[src/rtl/arb_2to1_if.sv]
// Stream bundle for the 2:1 round-robin arbiter: two source channels,
// one registered output channel and the per-source grant counters.
interface arb_2to1_if #(
    parameter int N  = 8,
    parameter int CW = 8
);
    // source 0 channel
    logic [N-1:0]  in0_data;
    logic          in0_valid;
    logic          in0_ready;
    // source 1 channel
    logic [N-1:0]  in1_data;
    logic          in1_valid;
    logic          in1_ready;
    // output channel
    logic [N-1:0]  out_data;
    logic          out_valid;
    logic          out_ready;
    logic          out_src;
    // debug / fairness counters
    logic [CW-1:0] gnt_cnt0;
    logic [CW-1:0] gnt_cnt1;

    // arbiter side
    modport slave (
        input  in0_data, in0_valid,
        input  in1_data, in1_valid,
        input  out_ready,
        output in0_ready, in1_ready,
        output out_data, out_valid, out_src,
        output gnt_cnt0, gnt_cnt1
    );

    // sources + downstream sink side
    modport master (
        output in0_data, in0_valid,
        output in1_data, in1_valid,
        output out_ready,
        input  in0_ready, in1_ready,
        input  out_data, out_valid, out_src,
        input  gnt_cnt0, gnt_cnt1
    );
endinterface

[src/rtl/arb_2to1.sv]
// Two-input round-robin stream arbiter with a registered output stage.
// One source wins per cycle; the winning word and its index are registered.
// The tie-break pointer flips to the loser after every grant, so two
// continuously valid sources alternate 0,1,0,1... starting with 0.
module arb_2to1 #(
    parameter int N  = 8,
    parameter int CW = 8
) (
    input  logic        clk,
    input  logic        rst,     // synchronous, active-low
    arb_2to1_if.slave   bus
);

    // ------------------------------------------------------------------
    // state
    // ------------------------------------------------------------------
    logic [N-1:0]  out_data_q,  out_data_d;
    logic          out_valid_q, out_valid_d;
    logic          out_src_q,   out_src_d;
    logic          prio_q,      prio_d;
    logic [CW-1:0] cnt0_q,      cnt0_d;
    logic [CW-1:0] cnt1_q,      cnt1_d;

    // ------------------------------------------------------------------
    // arbitration
    // ------------------------------------------------------------------
    logic load;      // output stage can take a word this cycle
    logic gnt_vld;   // some source wins this cycle
    logic gnt_sel;   // index of the winner (meaningful only with gnt_vld)

    // Grant decision: a lone requester wins, a tie goes to prio_q.
    // Readys are gated by rst so no handshake can complete in reset.
    always_comb begin
        load    = !out_valid_q || bus.out_ready;
        gnt_sel = 1'b0;
        gnt_vld = 1'b0;
        if (bus.in0_valid && bus.in1_valid) begin
            gnt_sel = prio_q;
        end else if (bus.in1_valid) begin
            gnt_sel = 1'b1;
        end
        if (rst && load && (bus.in0_valid || bus.in1_valid)) begin
            gnt_vld = 1'b1;
        end
    end

    assign bus.in0_ready = gnt_vld && (gnt_sel == 1'b0);
    assign bus.in1_ready = gnt_vld && (gnt_sel == 1'b1);

    // ------------------------------------------------------------------
    // next state
    // ------------------------------------------------------------------

    // Output register, pointer and counters: load on grant, clear valid on
    // an idle load (data/src keep their stale value), hold everything on stall.
    always_comb begin
        out_data_d  = out_data_q;
        out_valid_d = out_valid_q;
        out_src_d   = out_src_q;
        prio_d      = prio_q;
        cnt0_d      = cnt0_q;
        cnt1_d      = cnt1_q;
        if (load) begin
            if (gnt_vld) begin
                out_data_d  = gnt_sel ? bus.in1_data : bus.in0_data;
                out_src_d   = gnt_sel;
                out_valid_d = 1'b1;
                prio_d      = ~gnt_sel;
                if (gnt_sel) begin
                    // saturate: an all-ones counter stays put
                    if (!(&cnt1_q)) cnt1_d = cnt1_q + 1'b1;
                end else begin
                    if (!(&cnt0_q)) cnt0_d = cnt0_q + 1'b1;
                end
            end else begin
                out_valid_d = 1'b0;
            end
        end
    end

    // State register; reset drops any held word so it is never presented.
    always_ff @(posedge clk) begin
        if (!rst) begin
            out_data_q  <= '0;
            out_valid_q <= 1'b0;
            out_src_q   <= 1'b0;
            prio_q      <= 1'b0;
            cnt0_q      <= '0;
            cnt1_q      <= '0;
        end else begin
            out_data_q  <= out_data_d;
            out_valid_q <= out_valid_d;
            out_src_q   <= out_src_d;
            prio_q      <= prio_d;
            cnt0_q      <= cnt0_d;
            cnt1_q      <= cnt1_d;
        end
    end

    // ------------------------------------------------------------------
    // outputs
    // ------------------------------------------------------------------
    assign bus.out_data  = out_data_q;
    assign bus.out_valid = out_valid_q;
    assign bus.out_src   = out_src_q;
    assign bus.gnt_cnt0  = cnt0_q;
    assign bus.gnt_cnt1  = cnt1_q;

    // ------------------------------------------------------------------
    // invariants
    // ------------------------------------------------------------------

    // At most one source is accepted per cycle.
    a_one_hot_ready: assert property (@(posedge clk)
        !(bus.in0_ready && bus.in1_ready));

    // A stalled word stays put until downstream takes it.
    a_stall_stable: assert property (@(posedge clk) disable iff (!rst)
        (out_valid_q && !bus.out_ready) |=>
            (out_valid_q && $stable(out_data_q) && $stable(out_src_q)));

    // A word is always taken from a source that offered one.
    a_ready_needs_valid: assert property (@(posedge clk)
        (!bus.in0_ready || bus.in0_valid) && (!bus.in1_ready || bus.in1_valid));

endmodule

[src/flat_wrapper.sv]
// flat-port wrapper written by rule: the top's interface ports become plain ports
module arb_2to1_flat 
#(
    parameter int N  = 8,
    parameter int CW = 8
)
  (clk, rst, bus_in0_data, bus_in0_valid, bus_in1_data, bus_in1_valid, bus_out_ready, bus_in0_ready, bus_in1_ready, bus_out_data, bus_out_valid, bus_out_src, bus_gnt_cnt0, bus_gnt_cnt1);
  arb_2to1_if #(.N(N), .CW(CW)) bus_i ();
  input  logic clk;
  input  logic rst;
  input wire logic [$bits(bus_i.in0_data)-1:0] bus_in0_data;
  input wire logic [$bits(bus_i.in0_valid)-1:0] bus_in0_valid;
  input wire logic [$bits(bus_i.in1_data)-1:0] bus_in1_data;
  input wire logic [$bits(bus_i.in1_valid)-1:0] bus_in1_valid;
  input wire logic [$bits(bus_i.out_ready)-1:0] bus_out_ready;
  output wire logic [$bits(bus_i.in0_ready)-1:0] bus_in0_ready;
  output wire logic [$bits(bus_i.in1_ready)-1:0] bus_in1_ready;
  output wire logic [$bits(bus_i.out_data)-1:0] bus_out_data;
  output wire logic [$bits(bus_i.out_valid)-1:0] bus_out_valid;
  output wire logic [$bits(bus_i.out_src)-1:0] bus_out_src;
  output wire logic [$bits(bus_i.gnt_cnt0)-1:0] bus_gnt_cnt0;
  output wire logic [$bits(bus_i.gnt_cnt1)-1:0] bus_gnt_cnt1;
  assign bus_i.in0_data = bus_in0_data;
  assign bus_i.in0_valid = bus_in0_valid;
  assign bus_i.in1_data = bus_in1_data;
  assign bus_i.in1_valid = bus_in1_valid;
  assign bus_i.out_ready = bus_out_ready;
  assign bus_in0_ready = bus_i.in0_ready;
  assign bus_in1_ready = bus_i.in1_ready;
  assign bus_out_data = bus_i.out_data;
  assign bus_out_valid = bus_i.out_valid;
  assign bus_out_src = bus_i.out_src;
  assign bus_gnt_cnt0 = bus_i.gnt_cnt0;
  assign bus_gnt_cnt1 = bus_i.gnt_cnt1;
  arb_2to1 #(.N(N), .CW(CW)) u_core (.clk(clk), .rst(rst), .bus(bus_i));
endmodule
[config.mk]
export PLATFORM = sky130hd
export DESIGN_NAME = arb_2to1_flat
export DESIGN_NICKNAME = d
export VERILOG_FILES = /design/src/rtl/arb_2to1_if.sv /design/src/rtl/arb_2to1.sv /design/src/flat_wrapper.sv
export SDC_FILE = /design/constraint.sdc
export NUM_CORES = 1
export LEC_CHECK = 0
export CAP_MARGIN = 25
export CORE_MARGIN = 2
export CORE_UTILIZATION = 45
export CTS_CLUSTER_DIAMETER = 40
export DETAILED_ROUTE_END_ITERATION = 10
export PLACE_DENSITY = 0.8
export SLEW_MARGIN = 0
export SYNTH_ARGS = -nofsm -noshare
export SYNTH_HDL_FRONTEND = slang
export SYNTH_SLANG_ARGS = --single-unit
[constraint.sdc]
create_clock -name clk -period 2.2 [get_ports clk]
set_input_delay 0.44 -clock clk [delete_from_list [all_inputs] [get_ports clk]]
set_output_delay 0.44 -clock clk [all_outputs]
set_load 0.02 [all_outputs]
==> results of run 1 <==
==> Yosys cell counts (3+ instances only) <==
| cell | instances | share of area |
|---|---|---|
| buf_2 | 4 | 0.017 |
| nor2_1 | 10 | 0.031 |
| a222oi_1 | 8 | 0.067 |
| nand2_1 | 12 | 0.038 |
| o41ai_1 | 4 | 0.029 |
| o21ai_0 | 5 | 0.021 |
| nand3_1 | 8 | 0.033 |
| o31ai_1 | 3 | 0.019 |
| or3_1 | 5 | 0.026 |
| o311ai_0 | 3 | 0.022 |
| dfxtp_1 | 27 | 0.45 |
| inv_2 | 3 | 0.0094 |
| inv_1 | 3 | 0.0094 |
| a21oi_1 | 9 | 0.038 |
| mux2i_1 | 4 | 0.033 |
==> routing by layer <==
layer | wire length, um | share of wire | vias to the layer above
met5 | 0 | 0 | -
met4 | 12 | 0.0039 | 0
met3 | 183 | 0.060 | 2
met2 | 1510 | 0.49 | 43
met1 | 1360 | 0.44 | 606
li1 | - | - | 610
==> report_power, final <==
group	total, uW	switching (uW)	internal, uW	leakage, uW
logic	162	76.6	85.3	0.000393
clock network	214	143	70.9	0.0000150
registers	518	12.2	506	0.000220
total	894	232	662	0.000628
==> area by class of cell <==
type / count / area share
tap: 30 / 0.0214
clock buffer: 4 / 0.0150
multi-input combinational: 91 / 0.345
inverter: 6 / 0.0128
sequential: 27 / 0.308
timing repair buffer: 54 / 0.298
==> worst paths after layout <==
| check | slack, ns | end | start | cells after the start |
|---|---|---|---|---|
| worst min-delay path | 0.47 | u_core.bus.out_src | u_core.bus.out_src | 2 |
| worst min register to register | 0.47 | u_core.bus.out_src | u_core.bus.out_src | 2 |
| worst max register to register | 0.52 | u_core.bus.gnt_cnt1[7] | u_core.bus.gnt_cnt1[0] | 5 |
| worst max-delay path | 0.16 | bus_in1_ready | bus_out_ready | 5 |
==> layout by cell type, fill, tap and decap left out, drive strengths merged <==
| master | netlist | routed |
|---|---|---|
| or3 | 5 | 5 |
| a211oi | 1 | 1 |
| and4 | 2 | 2 |
| nor2 | 10 | 10 |
| nand2b | 2 | 2 |
| o2111ai | 1 | 1 |
| nand3 | 8 | 8 |
| o21ai | 5 | 5 |
| clkdlybuf4s50 | 0 | 46 |
| nor4 | 2 | 2 |
| dlygate4sd2 | 0 | 2 |
| mux2i | 4 | 4 |
| and3 | 1 | 1 |
| dfxtp | 27 | 27 |
| o311ai | 4 | 4 |
| inv | 6 | 6 |
| nand3b | 2 | 2 |
| nand4 | 3 | 3 |
| o41ai | 4 | 4 |
| or4 | 2 | 2 |
| nor3 | 1 | 1 |
| o31ai | 3 | 3 |
| clkbuf | 2 | 4 |
| a21oi | 9 | 9 |
| nand2 | 12 | 12 |
| buf | 4 | 6 |
| ha | 2 | 2 |
| a222oi | 8 | 8 |
==> state kept, by name, indices dropped and copies added (netlist names) <==
name,flops
u_core.bus.gnt_cnt0,8
u_core.bus.gnt_cnt1,8
u_core.bus.out_data,8
u_core.bus.out_src,1
u_core.bus.out_valid,1
u_core.prio_q,1
==> kinds of logic after synthesis <==
family	synth area share
buffers and inverters	0.0418
flip-flops	0.451
multiplexers	0.0334
AND/OR/NAND/NOR	0.231
adder cells (fa/ha/maj)	0.0209
AO/OA/AOI/OAI	0.222
==> worst reg2reg max path, cell delays in order, from the launching register on <==
cell      delay (ns)
dfxtp_1         0.41
ha_1            0.21
nand3_1         0.16
nor3_1          0.48
o311ai_0        0.23
o41ai_1         0.10
==> through the flow <==
step	hold slack [ns]	TNS, ns
3_3_place_gp	0.450	-0.185
6_report	0.470	0
4_1_cts	0.475	0
5_1_grt	0.488	0
3_5_place_dp	0.454	-0.226
2_1_floorplan	0.459	0
==> what timing repair did <==
item	CTS	global route
endpoints found under the hold margin	0	0
gates resized for setup	2	0
setup endpoints to repair	2	0
hold buffers	0	0
==> flow_summary.yaml, run 1 <==
floorplanning:
  boundaryPins: 49
  die_height_um: 55.6
  row_count: 18
  die_width_um: 55.6
  start_util: 0.479
  dieArea_um2: 3090
  core-area_um2: 2500
yosys:
  synth.yosys.seq_area_share: 0.451
  syn_area_um2: 1200
  synth_nets: 153
  yosysWarnings: 0
  ys.flop_type: "dfxtp_1"
  synth-async-reset-ratio: 0
  synth.distinct_cells: 31
  synth_edf_count: 0
  synthCells: 130
  synth_area_per_cell_um2: 9.21
  ys_ff_latch: 27
place:
  postPlaceCellArea_um2: 1730
  place_congestion: 0.787
  preCtsSetupSlack_ns: -0.123
  dp.cells: 208
  io_buffer_count: 48
  dp_hpwl_um: 2270
power_and_ir_drop:
  pwr_density_cell_nw_per_um2: 509
  total_power_uw: 894
  p_leak_uw: 0.000628
  ir_drop_mv: 0.344
sta:
  final.setup_skew_ns: 0.00895
  setup_violations: 0
  relSlewSlack: 0.605
  slew_violations: 0
  hold_viol_final: 0
  tightest_slew_ns: 0.590
  post-route-period-util: 0.928
  fmax_mhz: 490
  layout_setup_ws_ns: 0.159
  grt_setup_unrepaired: "false"
  finalCriticalPeriod_ns: 2.04
layout:
  n_fill_cell: 193
  finalNonFillerCells: 212
  drive_gt1_frac: 0.0879
  layout.nets: 206
  multi_input_area_um2: 607
  syn2layout_area_growth_pct: 46.7
  antenna_cells: 0
  seqCellArea_um2: 541
  fin_area_um2: 1760
  utilization: 0.703
cts:
  cts_setup_buffers: 0
  clk_latency_ns: 0.32
  cts_tree: "yes"
  cts.clk_slew.worst_paths_ns: 0.14
  htree_levels: 1
  cts_buffers: 3
  cts.sinks: 27
  cts-root-buf: "clkbuf_4"
  cts_buffer_depth: 2
grt:
  grt_overflow_total: 0
  grt_util_all_layers: 0.210
  grt_pass1_wl_um: 5290
  use_met3: 0.0349
  met2_usage: 0.378
  grt_pass1_vias: 1200
  antenna_found_initial: 0
  grt_start_max_net_pins: 15
  top_usage_layer: "met2"
  grtUsageMet1: 0.257
worst_setup_path:
  crit_fanout: 4
  worstPathRequired_ns: 1.76
  slowest_delay_ns: 0.46
  path_cells: "clkdlybuf4s50_1, nand2b_4, o2111ai_2, inv_2, dlygate4sd2_1"
  start_kind: "primary input"
  worst_path_max_delay_cell: "clkdlybuf4s50_1"
  endpoint_kind: "output pin"
  criticalPathCategory: "primary input to output pin"
  path_buf_inv: 3
  critical_path.top_delay_family: "buffers and inverters"
  arrival_ns: 1.60
drt:
  wire_per_inst_um: 14.4
  drt_pass1_iterations: 5
  drtIter0Drc: 44
  vias: 1261
  drc: 0
  via_per_inst: 5.95
  antenna_left: 0
  wl_um: 3060
flow_run:
  cap_violations: 0
min_path:
  worstHoldPathType: "flop to flop"
outcome:
  status: "finished, final reports clean"
No activity file was read; power rests on OpenSTA's default activity.
==> run 2, diff against run 1 <==
--- a/config.mk
+++ b/config.mk
@@ -5,12 +5,13 @@
 export SDC_FILE = /design/constraint.sdc
 export NUM_CORES = 1
 export LEC_CHECK = 0
+export ABC_AREA = 1
 export CAP_MARGIN = 25
 export CORE_MARGIN = 2
 export CORE_UTILIZATION = 45
 export CTS_CLUSTER_DIAMETER = 40
 export DETAILED_ROUTE_END_ITERATION = 10
-export PLACE_DENSITY = 0.8
+export PLACE_DENSITY = 0.76
 export SLEW_MARGIN = 0
 export SYNTH_ARGS = -nofsm -noshare
 export SYNTH_HDL_FRONTEND = slang
==> flow_summary.yaml, run 2 <==
worst_setup_path:
  worstPathRequired_ns: 1.76
  r2r-end: "u_core.bus.gnt_cnt0[3]"
  arrival_ns: 1.64
  worst_path_most_repeated_cell: "nor2_2"
  worst_path_max_delay_cell: "clkdlybuf4s50_1"
  path_cells: "clkdlybuf4s50_1, inv_2, nor2_2, nor2_8, nor2_2, dlygate4sd2_1"
  criticalPathCategory: "primary input to output pin"
  reg2regPathDepth: 7
  start_kind: "primary input"
  rrSetupSlack_ns: 0.71
  r2r-start: "u_core.bus.gnt_cnt0[0]"
  crit_fanout: 3
  endpoint_kind: "output pin"
  slowest_delay_ns: 0.47
layout:
  layout_common_cells: "84 x nand2_1, 46 x clkdlybuf4s50_1, 27 x dfxtp_1, 23 x nor2_1, 19 x a21oi_1"
  drive_gt1_frac: 0.128
  syn2layout_area_growth_pct: 42.5
  layout_commonest_cell: "nand2_1"
  seqCellArea_um2: 541
  antenna_cells: 0
  layout.nets: 305
  n_fill_cell: 292
  utilization: 0.681
  multi_input_area_um2: 838
yosys:
  synth_adder_area_share: 0.0169
  yosysMostFrequentCell: "nand2_1"
  synth_nets: 245
  yosys.area.top_type: "dfxtp_1"
  synth-async-reset-ratio: 0
  synth-simple-area-share: 0.436
  synthTopCellsByCount: "84 x nand2_1, 27 x dfxtp_1, 23 x nor2_1, 19 x a21oi_1, 17 x inv_1"
  synth_top_area_share: 0.365
  synthMuxAreaShare: 0
  synth_edf_count: 0
  synthCells: 222
  synth_xor_area_frac: 0.0236
  synth.yosys.seq_area_share: 0.365
  yosysWarnings: 0
  synth_area_leaders: "dfxtp_1 36%, nand2_1 21%, a21oi_1 6.4%, nor2_1 5.8%, nand3_1 4.4%"
  synth_top_family_by_area: "simple AND/OR/NAND/NOR gates"
  synth_compound_area_frac: 0.0886
  ys_ff_latch: 27
  synth.distinct_cells: 22
  synth_area_per_cell_um2: 6.68
  syn_area_um2: 1480
  ys.flop_type: "dfxtp_1"
sta:
  post-route-period-util: 0.944
  tightest_slew_ns: 0.328
  fin_tns_setup_ns: 0
  setup_violations: 0
  relSlewSlack: 0.781
  finalCriticalPeriod_ns: 2.08
  whs_ns: 0.478
  hold_viol_final: 0
  layout_setup_ws_ns: 0.123
  grt_setup_unrepaired: "false"
  final.setup_skew_ns: 0.0118
  fmax_mhz: 482
  slew_violations: 0
drt:
  vias: 1504
  wl_um: 3300
  drt_pass1_iterations: 4
  via_per_inst: 4.63
  antenna_left: 0
  drc: 0
  drtIter0Drc: 62
  wire_per_inst_um: 10.2
grt:
  grt_overflow_total: 0
  grt_pass1_wl_um: 5460
  grt_pass1_vias: 1292
  grt_util_all_layers: 0.193
  antenna_found_initial: 0
  grt_start_max_net_pins: 19
cts:
  cts.clk_slew.worst_paths_ns: 0.16
  cts_tree: "yes"
  clk_latency_ns: 0.34
  cts_buffers: 3
  cts.sinks: 27
  htree_levels: 1
  cts_buffer_depth: 2
  cts-root-buf: "clkbuf_4"
floorplanning:
  die_width_um: 61.4
  die_height_um: 61.4
  row_count: 20
  boundaryPins: 49
  core-area_um2: 3100
  dieArea_um2: 3770
  start_util: 0.478
outcome:
  status: "finished, final reports clean"
power_and_ir_drop:
  pwr_density_cell_nw_per_um2: 465
  ir_drop_mv: 0.263
  p_leak_uw: 0.000920
  total_power_uw: 983
place:
  preCtsSetupSlack_ns: -0.159
  io_buffer_count: 48
  dp_hpwl_um: 2550
  place_congestion: 0.888
flow_run:
  cap_violations: 0
min_path:
  hold_start: "u_core.bus.out_data[2]"
  worstHoldPathCells: 2
  whs_endpoint: "u_core.bus.out_data[2]"
  worstHoldPathType: "flop to flop"
[run 2: changes by cell type in the layout (fill, tap and decap cells not counted), sizes merged, moves of 4 or more]
cell    change
o41ai       -4
or3         -5
xor2        +4
buf         +5
nor2       +20
o311ai      -4
nand3       +7
mux2i       -4
inv        +15
nand2      +79
a21oi      +10
a222oi      -8
[run 2: worst max-delay path, delay by kind of cell]
family,cells,cell delay (ns)
buffers and inverters,3,0.86
AND/OR/NAND/NOR,3,0.34
[run 2: cell type report]
class | instances | share of cell area
Clock buffer | 3 | 0.0107
Clock inverter | 1 | 0.00237
Inverter | 21 | 0.0373
Multi-Input combinational cell | 170 | 0.397
Sequential cell | 27 | 0.256
Tap cell | 44 | 0.0261
Timing Repair Buffer | 59 | 0.271
[run 2: how the worst max path moves through the flow]
stage / slack [ns] / startpoint / endpoint
finish: 0.12 / bus_in0_valid / bus_in0_ready
floorplan: 0.72 / bus_in0_valid / bus_in0_ready
global route: 0.07 / bus_in0_valid / bus_in0_ready
global placement: -0.15 / bus_in0_valid / bus_in0_ready
CTS: 0.11 / bus_in0_valid / bus_in0_ready
detailed placement: -0.16 / bus_in0_valid / bus_in0_ready
[run 2: report_power, final]
group	switching, uW	total (uW)	internal, uW
combinational	118	233	115
sequential	16.5	525	509
clock	156	224	68.5
[run 2: cell families after synthesis]
family,count (synthesis)
XOR/XNOR,4
flip-flops,27
adder cells (fa/ha/maj),2
AO/OA/AOI/OAI,24
AND/OR/NAND/NOR,140
buffers and inverters,25
[run 2: layer usage]
layer  part of all wire  up-vias  routed length (um)  track usage
met5                  0        -                   0            0
met4              0.017        0                  55       0.0760
met3              0.050        4                 165       0.0420
met2               0.46       37                1510        0.312
met1               0.48      652                1580        0.252
li1                   -      811                   -            -
[run 2: timing repair]
item	in CTS	in global routing
endpoints found under the setup margin	2	0
buffers inserted	0	0
hold buffers	0	0
gates resized for setup	2	0
[run 2: metrics by stage]
stage	std cells	cell area [um^2]
after global routing	325	2110
after detailed placement	321	2090
after global placement	321	2090
final	325	2110
after CTS	325	2110
after floorplan	222	1480
==> patch: new RTL, settings of run 1 <==
`N` is set to 8 in 3 places; all go to 9.
--- a/src/rtl/arb_2to1_if.sv
+++ b/src/rtl/arb_2to1_if.sv
@@ -1,7 +1,7 @@
 // Stream bundle for the 2:1 round-robin arbiter: two source channels,
 // one registered output channel and the per-source grant counters.
 interface arb_2to1_if #(
-    parameter int N  = 8,
+    parameter int N  = 9,
     parameter int CW = 8
 );
     // source 0 channel
--- a/src/rtl/arb_2to1.sv
+++ b/src/rtl/arb_2to1.sv
@@ -3,7 +3,7 @@
 // The tie-break pointer flips to the loser after every grant, so two
 // continuously valid sources alternate 0,1,0,1... starting with 0.
 module arb_2to1 #(
-    parameter int N  = 8,
+    parameter int N  = 9,
     parameter int CW = 8
 ) (
     input  logic        clk,
--- a/src/flat_wrapper.sv
+++ b/src/flat_wrapper.sv
@@ -1,7 +1,7 @@
 // flat-port wrapper written by rule: the top's interface ports become plain ports
 module arb_2to1_flat 
 #(
-    parameter int N  = 8,
+    parameter int N  = 9,
     parameter int CW = 8
 )
   (clk, rst, bus_in0_data, bus_in0_valid, bus_in1_data, bus_in1_valid, bus_out_ready, bus_in0_ready, bus_in1_ready, bus_out_data, bus_out_valid, bus_out_src, bus_gnt_cnt0, bus_gnt_cnt1);
Interface: changed (resized bus_in0_data, bus_in1_data and bus_out_data); port bits go from 49 to 52. No check against the original RTL was run, so the function may have changed too.
==> patch against run 1 <==
Critical path depth shrank 1. Sequential cell count rose by 1. Total power grew 20%. Area after synthesis is 8.8% higher. Register-to-register slack worse by 0.03 ns. Core utilization down 1.8 points. Via count increased by 9.6%. Sequential power is 4.8% higher. Worst setup slack got worse by 0.027 ns. Wire length rose by 20%. Design area up 7.6%. Largest power group unchanged. Highest routed layer unchanged.
==> patch: results <==
set metrics [dict create \
    synth_cell_types 38 \
    postSynthNetCount 163 \
    largest_reg_flops 9 \
    grt_pass1_wl_um 5910 \
    drt_iter0_drc 50 \
    yosysSeqAreaShare_pct 43.0 \
    synth_area_per_cell_um2 9.44 \
    ys_top_cells_by_count "dfxtp_1 (28), nand2_1 (19), nor2_1 (11)" \
    wl_met3_um 313 \
    slew-limit-headroom_pct 67.1 \
    status "completed" \
    grt_use_total_pct 22.7 \
    arrival_ns 1.63 \
    routed_wl_um 3670 \
    skew_ns 0.00867 \
    p_leak_uw 0.000718 \
    wl_met1_um 1400 \
    drt-vias-per-instance 6.23 \
    place_ws_ns -0.110 \
    grt_max_degree 24 \
    cts_resized 2 \
    port_buffers 51 \
    met2WireLength_um 1820 \
    path_max_fanout 3 \
    n_antenna_cell 0 \
    ir_drop_v 0.000422 \
    first_global_vias 1331 \
    fin_cells 222 \
    gp_congestion 0.789 \
]
[patch: per-layer routing]
| metal | GRT usage [%] | vias up |
|---|---|---|
| met3 | 5.58 | 15 |
| li1 | - | 641 |
| met2 | 38.6 | 74 |
| met4 | 12.3 | 0 |
| met5 | 0 | - |
| met1 | 26.2 | 652 |
[patch: critical path: stages]
cell,delay [ns]
clkdlybuf4s50_1,0.57
inv_2,0.05
o2111a_2,0.25
dlygate4sd2_1,0.32
[patch: path summary, 6_finish.rpt]
check	from	slack (ns)	to	cells past startpoint
worst min-delay path	u_core.bus.out_src	0.51	u_core.bus.out_src	1
worst max-delay path	bus_in0_valid	0.13	bus_in1_ready	4
worst min register to register	u_core.bus.out_src	0.51	u_core.bus.out_src	1
worst max register to register	u_core.bus.gnt_cnt1[0]	0.49	u_core.bus.gnt_cnt1[1]	5
[patch: final cells by class]
cell class                      count  area, um2
Multi-Input combinational cell     99        673
Timing Repair Buffer               57        553
Inverter                            3       11.3
Tap cell                           31       38.8
Clock buffer                        3       22.5
Fill cell                         220        868
Sequential cell                    28        561
Clock inverter                      1       30.0
[patch: report_power, final]
group	switching, uW	internal, uW
Sequential	16.7	526
Combinational	83.7	95.7
Clock	164	184
[patch: cells by family (layout without fill, tap and decap cells)]
family	count (synthesis)	after routing	share of synthesized area [%]
AND/OR/NAND/NOR	61	61	25.7
multiplexers	6	6	4.61
buffers and inverters	11	64	5.28
flip-flops	28	28	43.0
AO/OA/AOI/OAI	30	30	19.4
adder cells (fa/ha/maj)	2	2	1.92
[patch: per-stage QoR]
step           utilization, %  power [uW]
3_3_place_gp             66.7         728
2_1_floorplan               -         637
3_5_place_dp             66.7         733
5_1_grt                  68.5        1110
6_report                 68.5        1070
4_1_cts                  68.5        1070
